===== config.mk =====
export PLATFORM = sky130hd
export DESIGN_NAME = producer_unit_flat
export DESIGN_NICKNAME = d
export VERILOG_FILES = /design/src/rtl/producer_pkg.sv /design/src/rtl/producer_if.sv /design/src/rtl/producer_fifo.sv /design/src/rtl/producer_unit.sv /design/src/flat_wrapper.sv
export SDC_FILE = /design/constraint.sdc
export NUM_CORES = 1
export LEC_CHECK = 0
export ABC_CLOCK_PERIOD_IN_PS = 2700
export CORE_MARGIN = 1.5
export CORE_UTILIZATION = 45
export CTS_BUF_LIST = sky130_fd_sc_hd__clkbuf_16
export DETAILED_ROUTE_END_ITERATION = 7
export SETUP_SLACK_MARGIN = 0.02
export SYNTH_ARGS = -nofsm -noshare
export SYNTH_HDL_FRONTEND = slang
export SYNTH_SLANG_ARGS = --single-unit

===== constraint.sdc =====
create_clock -name clock -period 2.7 [get_ports clock]
set_input_delay 0.54 -clock clock [delete_from_list [all_inputs] [get_ports clock]]
set_output_delay 0.54 -clock clock [all_outputs]
set_load 0.01 [all_outputs]

===== src/rtl/producer_pkg.sv =====
// Shared types and constants for the producer block.
// Build option: PRODUCER_LFSR_EN selects the 4-bit LFSR sequence generator.
// When it is not defined, the generator is a wrapping incrementing counter.
package producer_pkg;

    localparam int DEFAULT_DATA_W = 4;
    localparam int SEQ_W          = 4;

    typedef enum logic [1:0] {
        IDLE  = 2'd0,
        COUNT = 2'd1,
        FULL  = 2'd2
    } state_t;

    localparam logic [SEQ_W-1:0] LFSR_SEED = 4'b0001;
    // x^4 + x^3 + 1: feedback is the XOR of bits 3 and 2
    localparam logic [SEQ_W-1:0] LFSR_TAPS = 4'b1100;
    localparam logic [SEQ_W-1:0] CNT_SEED  = 4'h0;

`ifdef PRODUCER_LFSR_EN
    localparam logic [SEQ_W-1:0] SEQ_SEED = LFSR_SEED;
`else
    localparam logic [SEQ_W-1:0] SEQ_SEED = CNT_SEED;
`endif

    // Successor of a generator value. The LFSR never reaches 0 from a nonzero seed.
    function automatic logic [SEQ_W-1:0] seq_next(input logic [SEQ_W-1:0] s);
`ifdef PRODUCER_LFSR_EN
        return {s[SEQ_W-2:0], ^(s & LFSR_TAPS)};
`else
        return s + SEQ_W'(1);
`endif
    endfunction

endpackage


===== src/rtl/producer_if.sv =====
// Producer/consumer handshake bundle. The producer drives data, valid and status.
// The consumer side (or its controller) drives ready and enable.
interface producer_if
    import producer_pkg::*;
#(
    parameter int DATA_W = DEFAULT_DATA_W,
    parameter int DEPTH  = 4
);
    localparam int LVL_W = $clog2(DEPTH) + 1;

    logic              enable;
    logic              ready;
    logic [DATA_W-1:0] data_out;
    logic              valid;
    logic [LVL_W-1:0]  level;
    logic              busy;

    modport master (
        input  enable,
        input  ready,
        output data_out,
        output valid,
        output level,
        output busy
    );

    modport slave (
        output enable,
        output ready,
        input  data_out,
        input  valid,
        input  level,
        input  busy
    );

endinterface


===== src/rtl/producer_fifo.sv =====
// First-word-fall-through FIFO. The head entry is visible on dout whenever the FIFO is not empty.
// A push into a full FIFO is accepted when a pop happens in the same cycle.
module producer_fifo
    import producer_pkg::*;
#(
    parameter int DATA_W = DEFAULT_DATA_W,
    parameter int DEPTH  = 4
) (
    input  logic                       clock,
    input  logic                       reset,
    input  logic                       push,
    input  logic                       pop,
    input  logic [DATA_W-1:0]          din,
    output logic [DATA_W-1:0]          dout,
    output logic                       full,
    output logic                       empty,
    output logic [$clog2(DEPTH):0]     level
);
    localparam int PTR_W = $clog2(DEPTH);
    localparam int LVL_W = PTR_W + 1;

    logic [DATA_W-1:0] mem [DEPTH];
    logic [PTR_W-1:0]  wr_ptr;
    logic [PTR_W-1:0]  rd_ptr;
    logic [LVL_W-1:0]  level_q;
    logic              do_push;
    logic              do_pop;

    assign empty   = (level_q == '0);
    assign full    = (level_q == LVL_W'(DEPTH));
    assign do_pop  = pop & ~empty;
    assign do_push = push & (~full | do_pop);
    assign level   = level_q;
    // Gate the head so an empty FIFO always presents zero, including right after reset.
    assign dout    = empty ? '0 : mem[rd_ptr];

    // Storage array; contents are meaningless until written, so no reset is needed.
    always_ff @(posedge clock) begin
        if (do_push) begin
            mem[wr_ptr] <= din;
        end
    end

    // Pointers wrap naturally because DEPTH is a power of two. Level tracks push minus pop.
    always_ff @(posedge clock or posedge reset) begin
        if (reset) begin
            wr_ptr  <= '0;
            rd_ptr  <= '0;
            level_q <= '0;
        end else begin
            if (do_push) begin
                wr_ptr <= wr_ptr + PTR_W'(1);
            end
            if (do_pop) begin
                rd_ptr <= rd_ptr + PTR_W'(1);
            end
            case ({do_push, do_pop})
                2'b10:   level_q <= level_q + LVL_W'(1);
                2'b01:   level_q <= level_q - LVL_W'(1);
                default: level_q <= level_q;
            endcase
        end
    end

endmodule


===== src/rtl/producer_unit.sv =====
// Producer end of the producer/consumer pair.
// Produces one generator value every INTERVAL cycles while enabled, buffers it in a FWFT FIFO,
// and offers it to the consumer over valid/ready.
// Build option: PRODUCER_LFSR_EN switches the generator from a counter to a 4-bit LFSR (see producer_pkg).
//
// state | meaning
// ------+--------------------------------------------------------------
// IDLE  | production disabled; tick counter and generator hold
// COUNT | counting down the interval; a push is attempted when the tick reaches 0
// FULL  | last attempt found the FIFO full; retry the push every cycle
module producer_unit
    import producer_pkg::*;
#(
    parameter int DATA_W   = DEFAULT_DATA_W,
    parameter int DEPTH    = 4,
    parameter int INTERVAL = 3
) (
    input  logic       clock,
    input  logic       reset,
    producer_if.master bus
);
    localparam int LVL_W  = $clog2(DEPTH) + 1;
    localparam int TICK_W = (INTERVAL > 1) ? $clog2(INTERVAL) : 1;
    localparam logic [TICK_W-1:0] TICK_RELOAD = TICK_W'(INTERVAL - 1);

    state_t            state_q;
    state_t            state_d;
    logic [TICK_W-1:0] tick_q;
    logic [SEQ_W-1:0]  seq_q;
    logic              tick_load;
    logic              tick_dec;
    logic              push;
    logic              pop;
    logic              can_push;
    logic              full;
    logic              empty;
    logic [DATA_W-1:0] fifo_dout;
    logic [LVL_W-1:0]  fifo_level;

    assign pop      = ~empty & bus.ready;
    // A pop in the same cycle frees the slot, so a full FIFO can still take the push.
    assign can_push = ~full | pop;

    producer_fifo #(
        .DATA_W (DATA_W),
        .DEPTH  (DEPTH)
    ) u_fifo (
        .clock (clock),
        .reset (reset),
        .push  (push),
        .pop   (pop),
        .din   (DATA_W'(seq_q)),
        .dout  (fifo_dout),
        .full  (full),
        .empty (empty),
        .level (fifo_level)
    );

    // FSM state register.
    always_ff @(posedge clock or posedge reset) begin
        if (reset) begin
            state_q <= IDLE;
        end else begin
            state_q <= state_d;
        end
    end

    // Next-state and push decisions. Dropping enable abandons any pending item without advancing seq.
    always_comb begin
        state_d   = state_q;
        push      = 1'b0;
        tick_load = 1'b0;
        tick_dec  = 1'b0;
        if (!bus.enable) begin
            state_d = IDLE;
        end else begin
            case (state_q)
                IDLE: begin
                    state_d   = COUNT;
                    tick_load = 1'b1;
                end
                COUNT: begin
                    if (tick_q != '0) begin
                        tick_dec = 1'b1;
                    end else if (can_push) begin
                        push      = 1'b1;
                        tick_load = 1'b1;
                    end else begin
                        state_d = FULL;
                    end
                end
                FULL: begin
                    if (can_push) begin
                        push      = 1'b1;
                        tick_load = 1'b1;
                        state_d   = COUNT;
                    end
                end
                default: begin
                    state_d = IDLE;
                end
            endcase
        end
    end

    // Interval down-counter; reloaded on entry to COUNT and after every successful push.
    always_ff @(posedge clock or posedge reset) begin
        if (reset) begin
            tick_q <= '0;
        end else if (tick_load) begin
            tick_q <= TICK_RELOAD;
        end else if (tick_dec) begin
            tick_q <= tick_q - TICK_W'(1);
        end
    end

    // Sequence generator; advances only when its current value has actually entered the FIFO.
    always_ff @(posedge clock or posedge reset) begin
        if (reset) begin
            seq_q <= SEQ_SEED;
        end else if (push) begin
            seq_q <= seq_next(seq_q);
        end
    end

    assign bus.data_out = fifo_dout;
    assign bus.valid    = ~empty;
    assign bus.level    = fifo_level;
    assign bus.busy     = (state_q != IDLE);

endmodule


===== src/flat_wrapper.sv =====
// flat-port wrapper written by rule: the top's interface ports become plain ports
module producer_unit_flat import producer_pkg::*;
#(
    parameter int DATA_W   = DEFAULT_DATA_W,
    parameter int DEPTH    = 4,
    parameter int INTERVAL = 3
)
  (clock, reset, bus_enable, bus_ready, bus_data_out, bus_valid, bus_level, bus_busy);
  producer_if #(.DATA_W(DATA_W), .DEPTH(DEPTH)) bus_i ();
  input  logic clock;
  input  logic reset;
  input wire logic [$bits(bus_i.enable)-1:0] bus_enable;
  input wire logic [$bits(bus_i.ready)-1:0] bus_ready;
  output wire logic [$bits(bus_i.data_out)-1:0] bus_data_out;
  output wire logic [$bits(bus_i.valid)-1:0] bus_valid;
  output wire logic [$bits(bus_i.level)-1:0] bus_level;
  output wire logic [$bits(bus_i.busy)-1:0] bus_busy;
  assign bus_i.enable = bus_enable;
  assign bus_i.ready = bus_ready;
  assign bus_data_out = bus_i.data_out;
  assign bus_valid = bus_i.valid;
  assign bus_level = bus_i.level;
  assign bus_busy = bus_i.busy;
  producer_unit #(.DATA_W(DATA_W), .DEPTH(DEPTH), .INTERVAL(INTERVAL)) u_core (.clock(clock), .reset(reset), .bus(bus_i));
endmodule

==> out/summary.txt <==
Routability Congestion: 0.825
Sw Ratio: 31.1%
combinational share of power: 31.2%
Setup Skew: 0.00548 ns
Worst Tran Pin Value: 0.589 ns
First-pass DRT Iterations: 4
Max Buffers Root-to-Sink: 2
Post-Route Utilization: 56.1%
top cells by area, synth: edfxtp_1, dfrtp_1, ha_1
DP HPWL: 1.75 mm
Final Power: 1.79 mW
hold slack: 0.491 ns
post-route minimum period: 2.52 ns
Hold WC Path Type: flip-flop to flip-flop
setup repair after global routing missed its margin: false
critical path arrival: 1.98 ns
CP Capture Type: output pin
Critical Path, Cell by Cell: mux4_2, and2_1, clkdlybuf4s50_1
Max Cap Viol: 0
WS Path Type: flip-flop to output pin
fmax: 0.397 GHz
clock root buffer: clkbuf_16
Total GRT Usage: 15.8%
vias in the first global route: 845
max_slew headroom: 60.7%
Post-CTS Setup Bufs: 0
Post-Syn Nets: 134
die width: 62 um
max-slew violations: 0
synth cell count leaders: edfxtp_1, dfrtp_1, inv_1
Fill cells: 275
leading area contributor after synthesis: edfxtp_1
CTS tree: done
syn avg cell area: 13.3 um^2
H-tree depth: 2
crit share post-route: 93.2%
I/O pins: 13
Int Power: 1.23 mW
critical path peak fanout: 6
DRT iter0 DRCs: 41
Num Clock Sinks: 31
routed wire length: 2.41 mm
Unique masters post-synth: 35
vias per std cell: 4.96
synth warn: 0
Psw: 0.557 mW
CP max-delay cell: mux4_2
critical path required time: 2.16 ns
I/O Buffers: 12
status: complete, no violations
P&R area growth vs syn: 19.5%
ANT nets after route: 0
Seq/Total Area, Yosys: 54.6%
share of the synthesized area in the top cell type: 30.7%
crit start category: flip-flop
number of synthesized register bits: 31
remaining routing DRC violations: 0
final setup fails: 0
die height: 62 um
Multi-input gate area: 641 um^2
PwrDens: 957 nW/um^2
Synth Cell Area: 1570 um^2
row cnt: 21
initial antenna violation count: 0
first-pass GRT wire length: 4.04 mm
CP top delay family: multiplexers
WL per Instance: 13.3 um
Leakage Power: 0.800 nW
most common cell in the netlist: edfxtp_1
Max VDD drop: 0.401 mV
global route overflow: 0
Vias: 902
EDFF count, synth: 16
most common flop cell mapped by yosys: edfxtp_1
clock buffer count from CTS: 5
fraction of layout cells with a size suffix above 1: 14.7%
area of placed instances: 1730 um^2
largest net degree at the start of global routing: 16
FF/Latch Area: 856 um^2
Initial Util: 46.9%
full die area: 3840 um^2
Clk pwr share: 29.3%
Clock Latency Late Sink: 0.28 ns
worst path buffer plus inverter count: 1
cells after synthesis: 118
share of power burned in registers: 39.5%
finished layout cell area: 1870 um^2
hold_buf cts: 0
Async SR Flop Fraction: 48.4%
Fin. Hold Viols: 0
Final #Nets: 151
n_diodes: 0
Setup TNS: 0 ns
core area: 3340 um^2
post_cts resized: 0
clock-pin slew on the worst setup and hold paths: 0.05 ns
Largest stage delay, worst path: 0.54 ns
cell type report:
type | count | share of cell area (%)
flip-flops and latches | 31 | 45.7
multi-input cells | 71 | 34.2
repair buffers | 13 | 6.82
clock buffers | 5 | 6.68
well taps | 46 | 3.07
inverters | 13 | 2.61
clock inverters | 3 | 0.869
registers in the layout (all words and copies together), names as in the netlist:
signal	flops
u_core.u_fifo.mem	16
u_core.u_fifo.rd_ptr	2
u_core.u_fifo.wr_ptr	2
u_core.seq_q	4
u_core.state_q	2
u_core.u_fifo.level	3
u_core.tick_q	2
layer usage:
| layer | vias to the layer above | GRT usage [%] | share of wire (%) |
|---|---|---|---|
| met4 | 0 | 8.21 | 2.4 |
| met1 | 437 | 20.2 | 48 |
| met2 | 18 | 22.2 | 45 |
| met3 | 7 | 7.45 | 4.8 |
| met5 | - | 0 | 0 |
| li1 | 440 | - | - |
power by group through the flow:
stage	logic, mW	registers (mW)	clock network [mW]
after floorplan	0.406	0.682	0
after global placement	0.546	0.714	0
after detailed placement	0.565	0.719	0
after CTS	0.569	0.710	0.537
after global routing	0.639	0.726	0.561
final	0.559	0.707	0.525
cells in the final DEF, fill, tap and decap left out, drive strengths merged, types with 2 or more instances in the layout:
cell           count
ha                11
nor3               2
inv               14
nand2              9
nor2               6
clkbuf             5
edfxtp            16
xor2               4
clkdlybuf4s50     12
dfrtp             15
and2               9
xnor2              6
mux4               4
o21ai              3
metrics by stage:
step,cells,worst slack [ns]
3_3_place_gp,174,0.114
5_1_grt,182,0.0378
3_5_place_dp,174,0.0634
6_report,182,0.184
4_1_cts,182,0.140
2_1_floorplan,118,0.428
final timing paths:
check                                         from                       to  slack [ns]  cells after the start
setup / recovery           u_core.u_fifo.rd_ptr[0]          bus_data_out[1]        0.18                      3
hold / removal                    u_core.tick_q[1]         u_core.tick_q[1]        0.49                      2
setup reg to reg                 u_core.state_q[0]   u_core.u_fifo.level[2]        0.44                     11
hold reg to reg                   u_core.tick_q[1]         u_core.tick_q[1]        0.49                      2
max in group asynchronous                    reset          u_core.seq_q[1]        1.69                      2
min in group asynchronous                    reset  u_core.u_fifo.rd_ptr[0]        0.63                      2
cell families (layout without fill, tap and decap cells):
logic type | Yosys count | after routing | share of synthesized area, %
simple gates | 32 | 32 | 12.5
flops | 31 | 31 | 54.6
buf+inv | 16 | 34 | 4.47
fa+ha+maj | 12 | 12 | 10.1
compound gates | 11 | 11 | 5.67
xor+xnor | 10 | 10 | 5.59
mux | 6 | 6 | 7.11
worst min-delay path, delay by kind of cell (launching register included):
family	cells	cell delay, ns
AOI/OAI and AO/OA	1	0.06
DFF	1	0.34
and+or+nand+nor	1	0.05
Power figures use the tool's default switching activity.
